File: config.mk
export PLATFORM = sky130hd
export DESIGN_NAME = block_run_controller
export DESIGN_NICKNAME = d
export VERILOG_FILES = /design/src/rtl/block_ctrl_pkg.sv /design/src/rtl/quiescence_settle_counter.sv /design/src/rtl/block_run_controller.sv
export SDC_FILE = /design/constraint.sdc
export NUM_CORES = 1
export LEC_CHECK = 0
export ABC_CLOCK_PERIOD_IN_PS = 2100
export BUFFER_PORTS_ARGS = -buffer_cell sky130_fd_sc_hd__buf_4
export CAP_MARGIN = 20
export CORE_ASPECT_RATIO = 1.4
export CORE_UTILIZATION = 50
export CTS_CLUSTER_SIZE = 40
export DETAILED_ROUTE_END_ITERATION = 10
export PLACE_DENSITY = 0.76
export SYNTH_ARGS = -nofsm -noshare
export SYNTH_HDL_FRONTEND = slang
export SYNTH_SLANG_ARGS = --single-unit
export TNS_END_PERCENT = 10
File: constraint.sdc
create_clock -name clock -period 2.1 [get_ports clock]
set_input_delay 0 -clock clock [delete_from_list [all_inputs] [get_ports clock]]
set_output_delay 0 -clock clock [all_outputs]
set_load 0.02 [all_outputs]
File: src/rtl/block_ctrl_pkg.sv
// Shared types for the per-block run controller: run-state encoding and
// the halt-blanking window at the start of execution.
package block_ctrl_pkg;

    typedef enum logic [2:0] {
        ST_IDLE      = 3'd0,
        ST_RESETTING = 3'd1,
        ST_LOADING   = 3'd2,
        ST_RUNNING   = 3'd3,
        ST_DRAINING  = 3'd4,
        ST_DONE      = 3'd5,
        ST_ERROR     = 3'd6
    } run_state_t;

    // The block buffers control one cycle in and one cycle out, so halted
    // is stale for this many cycles after execute rises.
    localparam int HALT_BLANK_CYCLES = 2;

    function automatic logic is_busy(input run_state_t s);
        return (s == ST_RESETTING) || (s == ST_LOADING) ||
               (s == ST_RUNNING)   || (s == ST_DRAINING);
    endfunction

endpackage

File: src/rtl/quiescence_settle_counter.sv
// Counts consecutive cycles with level high; settled marks the cycle in
// which the run of highs reaches SETTLE_CYCLES (and every cycle after).
module quiescence_settle_counter #(
    parameter int SETTLE_CYCLES = 8
) (
    input  logic clock,
    input  logic reset,
    input  logic clear,
    input  logic level,
    output logic settled
);

    localparam int CW = $clog2(SETTLE_CYCLES + 1);

    logic [CW-1:0] count;

    assign settled = level && !clear && (count >= CW'(SETTLE_CYCLES - 1));

    always_ff @(posedge clock) begin
        if (reset || clear || !level)
            count <= '0;
        else if (count != CW'(SETTLE_CYCLES))
            count <= count + CW'(1);
    end

endmodule

File: src/rtl/block_run_controller.sv
// Per-block run sequencer: reset -> program load -> execute -> drain, with
// a quiescence settle window, execution cycle counter and optional watchdog.
module block_run_controller
    import block_ctrl_pkg::*;
#(
    parameter int RESET_CYCLES   = 4,
    parameter int SETTLE_CYCLES  = 8,
    parameter int TIMEOUT_CYCLES = 0,
    parameter int COUNT_WIDTH    = 32
) (
    input  logic                   clock,
    input  logic                   reset,
    input  logic                   start,
    input  logic                   load_done,
    input  logic                   abort,
    input  logic                   block_halted,
    input  logic                   block_channels_quiescent,
    input  logic                   block_routers_quiescent,
    output logic                   block_reset,
    output logic                   block_enable,
    output logic                   block_execute,
    output run_state_t             state,
    output logic                   busy,
    output logic                   done,
    output logic                   timed_out,
    output logic [COUNT_WIDTH-1:0] cycle_count
);

    localparam int PW = $clog2(RESET_CYCLES + HALT_BLANK_CYCLES + 1);
    localparam int WW = (TIMEOUT_CYCLES > 0) ? $clog2(TIMEOUT_CYCLES + 1) : 1;

    run_state_t    next_state;
    logic [PW-1:0] phase_cnt;
    logic [WW-1:0] wd_cnt;
    logic          in_exec;
    logic          wd_expire;
    logic          settle_clear;
    logic          settle_level;
    logic          settled;

    assign in_exec      = (state == ST_RUNNING) || (state == ST_DRAINING);
    assign wd_expire    = (TIMEOUT_CYCLES > 0) && in_exec &&
                          (wd_cnt == WW'(TIMEOUT_CYCLES - 1));
    assign settle_clear = (state != ST_DRAINING);
    assign settle_level = block_halted && block_channels_quiescent &&
                          block_routers_quiescent;

    quiescence_settle_counter #(
        .SETTLE_CYCLES(SETTLE_CYCLES)
    ) u_settle (
        .clock  (clock),
        .reset  (reset),
        .clear  (settle_clear),
        .level  (settle_level),
        .settled(settled)
    );

    // Branch order within each state encodes abort > timeout > settle > halted/load_done.
    always_comb begin
        next_state = state;
        case (state)
            ST_IDLE:      if (start) next_state = ST_RESETTING;
            ST_RESETTING: begin
                if (abort)                                   next_state = ST_IDLE;
                else if (phase_cnt == PW'(RESET_CYCLES - 1)) next_state = ST_LOADING;
            end
            ST_LOADING: begin
                if (abort)          next_state = ST_IDLE;
                else if (load_done) next_state = ST_RUNNING;
            end
            ST_RUNNING: begin
                if (abort)          next_state = ST_IDLE;
                else if (wd_expire) next_state = ST_ERROR;
                else if (block_halted && phase_cnt >= PW'(HALT_BLANK_CYCLES))
                    next_state = ST_DRAINING;
            end
            ST_DRAINING: begin
                if (abort)          next_state = ST_IDLE;
                else if (wd_expire) next_state = ST_ERROR;
                else if (settled)   next_state = ST_DONE;
            end
            ST_DONE, ST_ERROR: if (start) next_state = ST_RESETTING;
            default:           next_state = ST_IDLE;
        endcase
    end

    always_ff @(posedge clock) begin
        if (reset) begin
            state         <= ST_IDLE;
            block_reset   <= 1'b1;
            block_enable  <= 1'b0;
            block_execute <= 1'b0;
            busy          <= 1'b0;
            done          <= 1'b0;
            timed_out     <= 1'b0;
            cycle_count   <= '0;
            phase_cnt     <= '0;
            wd_cnt        <= '0;
        end else begin
            state         <= next_state;
            block_reset   <= (next_state == ST_IDLE) || (next_state == ST_RESETTING);
            block_enable  <= (next_state != ST_IDLE) && (next_state != ST_RESETTING);
            block_execute <= (next_state == ST_RUNNING) || (next_state == ST_DRAINING);
            busy          <= is_busy(next_state);
            done          <= (next_state == ST_DONE);
            timed_out     <= (next_state == ST_ERROR);

            if (next_state != state)
                phase_cnt <= '0;
            else if (phase_cnt != '1)
                phase_cnt <= phase_cnt + PW'(1);

            // Counters restart with each run and freeze outside execution.
            if (next_state == ST_RESETTING && state != ST_RESETTING) begin
                cycle_count <= '0;
                wd_cnt      <= '0;
            end else if (in_exec) begin
                if (cycle_count != '1)
                    cycle_count <= cycle_count + COUNT_WIDTH'(1);
                if (TIMEOUT_CYCLES > 0)
                    wd_cnt <= wd_cnt + WW'(1);
            end
        end
    end

endmodule

==> impl_metrics.yaml <==
drt:
  drcViolationCount: 0
  via_count: 2564
  ant_nets: 0
  routed_wl_um: 6093
  routedWlPerCell_um: 13.94
  routed_via_density: 5.867
  drt_iter0_markers: 108
  drt-pass1-iter-count: 4
critical_path:
  crit_path_end_kind: "register"
  critPathMaxFanout: 32
  arrival_ps: 2130
  timing.rr.end: "cycle_count[20]"
  path_class: "register to register"
  ff2ff_path_depth: 6
  worstReg2RegStart: "state[2]"
  r2r_slack_ps: 160
  startpoint: "state[2]"
  required_ps: 2280
  cp-start-kind: "register"
hold_path:
  hold_start: "load_done"
  whs_path_depth: 3
  hold_path.class: "input port to register"
  hold_end: "block_execute"
synth:
  async_flop_share: 0
  yosysTopAreaCell: "dfxtp_1"
  synth-edff-count: 0
  yosys-top-cells-area: "dfxtp_1 38%, a21oi_1 8.1%, o31ai_1 5.0%"
  syn_nets: 322
  yosysMostFrequentCell: "dfxtp_1"
  netlist_area_um2: 2545
  ys_top_cells_by_count: "48 x dfxtp_1, 41 x a21oi_1, 24 x nand2_1, 18 x nor2_1"
  synth_top_cell_area_share: 0.3776
  syn_inst: 307
  synth_warnings: 0
  seq_area_frac_synth: 0.3776
  synth-seq-cells: 48
  ys.flop_type: "dfxtp_1"
  syn_area_per_cell_um2: 8.290
  synthDistinctLibCells: 43
job:
  timing.max_cap.violations: 0
place:
  gp_congestion: 0.8193
  io_buffers: 48
  dp_hpwl_um: 4483
  dp_slack_ps: 0.4474
power_and_ir_drop:
  p_leak_nw: 1.222
  peakVddDrop_mv: 0.4641
  p_per_area_nw_per_um2: 498.4
sta:
  timing.final.ws_setup_ps: 156.9
  period_needed_ps: 1943
  hold_viol: 0
  setup_violations: 0
  skew_ps: 10.80
  max_freq_mhz: 514.6
  relSlewSlack: 0.6799
  worst_pin_slew_ps: 475.8
  rsz0062_at_grt: "no"
  period_share: 0.9253
  setup_tns_ps: 0
  slew_viol_final: 0
cts:
  cts.sinks: 48
  clkLatencyLatePin_ps: 300
  cts_tree: "yes"
  cts_buffer_depth: 2
  h-tree-depth: 2
  clk_root_buffer_cell: "clkbuf_8"
  cts-buffers-inserted: 5
  path_clk_slew_ps: 80
die:
  die_w_um: 62.30
  io_pins: 49
  dieArea_um2: 5383
  core_um2: 4880
  fp.dieH_um: 86.42
  rows: 30
  start_util: 0.5215
global_route:
  overflow: 0
  grt_max_degree: 33
  antenna_found_initial: 0
  grt_pass1_vias: 2379
  grt_pass1_wl_um: 9984
  grt_usage: 0.2309
run_status:
  outcome: "complete, no violations"
cells_and_area:
  final_nets: 387
  syn_to_final_growth_pct: 26.50
  antenna_cells: 0
  final_util: 0.6597
  drive_above_1_share: 0.2440
  fillCellCount: 457
[cells in the final DEF (no fill, tap or decap), types with 2 or more instances in the layout]
| cell | n |
|---|---|
| nand3_1 | 14 |
| nor4_1 | 2 |
| o211ai_1 | 3 |
| buf_4 | 72 |
| xor2_1 | 5 |
| clkbuf_8 | 6 |
| ha_1 | 7 |
| o21ai_0 | 10 |
| or4_1 | 17 |
| or2_2 | 2 |
| nand4_1 | 8 |
| nand2b_1 | 4 |
| nand3b_1 | 3 |
| mux2i_1 | 5 |
| nor2b_1 | 2 |
| o31ai_1 | 17 |
| or4b_1 | 2 |
| nor3b_1 | 2 |
| inv_1 | 11 |
| or3_1 | 10 |
| and3_1 | 8 |
| and2_1 | 3 |
| o41ai_1 | 2 |
| nand2_1 | 24 |
| dfxtp_1 | 47 |
| clkbuf_1 | 2 |
| a21oi_1 | 40 |
| nor2_1 | 17 |
| o2111ai_1 | 3 |
| nor3_1 | 6 |
| or3b_2 | 2 |
[state kept, by name, indices dropped and copies added (netlist names), 3 cells and up]
register        count
phase_cnt           3
state               3
u_settle.count      4
cycle_count        32
[where the power goes]
group	total, mW	internal, mW	switching (mW)
combinational	0.118	0.0509	0.0674
sequential	0.922	0.916	0.00520
clock	0.565	0.269	0.296
[metal layers]
layer  up-vias  global-route usage  part of all wire
li1       1273                   -                 -
met1      1217              0.2306              0.39
met2        62              0.4476              0.55
met3        12             0.04605             0.042
met4         0              0.1205             0.022
met5         -                   0                 0
[stage by stage]
step / total power [mW] / instances / hold slack [ps] / instance area [um^2]
finish: 1.605 / 437 / 95.65 / 3219
global route: 1.670 / 437 / 131.6 / 3219
CTS: 1.615 / 437 / 83.41 / 3203
detailed placement: 1.057 / 427 / 246.4 / 3095
global placement: 1.053 / 427 / 240.0 / 3095
floorplan: 1.012 / 307 / 225.5 / 2545
[worst max-delay path, cell delays in order (launching register included)]
cell and delay, ps:
dfxtp_1 330, or3b_4 410, nor4_1 470, nor4b_4 120, o21bai_2 210, buf_12 220, a21oi_1 70
[final cells by class]
type | count | area, um^2 | share of cell area
Inverter | 11 | 41.29 | 0.01283
Clock buffer | 8 | 90.09 | 0.02798
Timing Repair Buffer | 74 | 570.5 | 0.1772
Multi-Input combinational cell | 232 | 1475 | 0.4582
Tap cell | 64 | 80.08 | 0.02487
Sequential cell | 48 | 962.2 | 0.2989
[cells by family after synthesis]
logic type      synth area share
mux                      0.02409
simple gates              0.2940
fa+ha+maj                0.03441
flops                     0.3776
compound gates            0.1991
buf+inv                  0.05015
xor+xnor                 0.02065
[worst max-delay path by stage]
stage                      endpoint  slack [ps]  depth (start not counted)
floorplan            cycle_count[9]          10                          7
global placement    cycle_count[10]         130                          6
detailed placement  cycle_count[10]         0.4                          6
CTS                 cycle_count[20]          80                          6
global route        cycle_count[30]          10                          6
finish              cycle_count[20]         160                          6
[what timing repair did]
| action | CTS | global route |
|---|---|---|
| hold endpoints to repair | 6 | 0 |
| hold buffers | 1 | 0 |
| pin swaps | 1 | 0 |
| gates resized for setup | 0 | 4 |
| cloned | 0 | 0 |
| setup endpoints to repair | 1 | 12 |
| buffers inserted | 1 | 0 |
No activity file was read; power rests on OpenSTA's default activity.
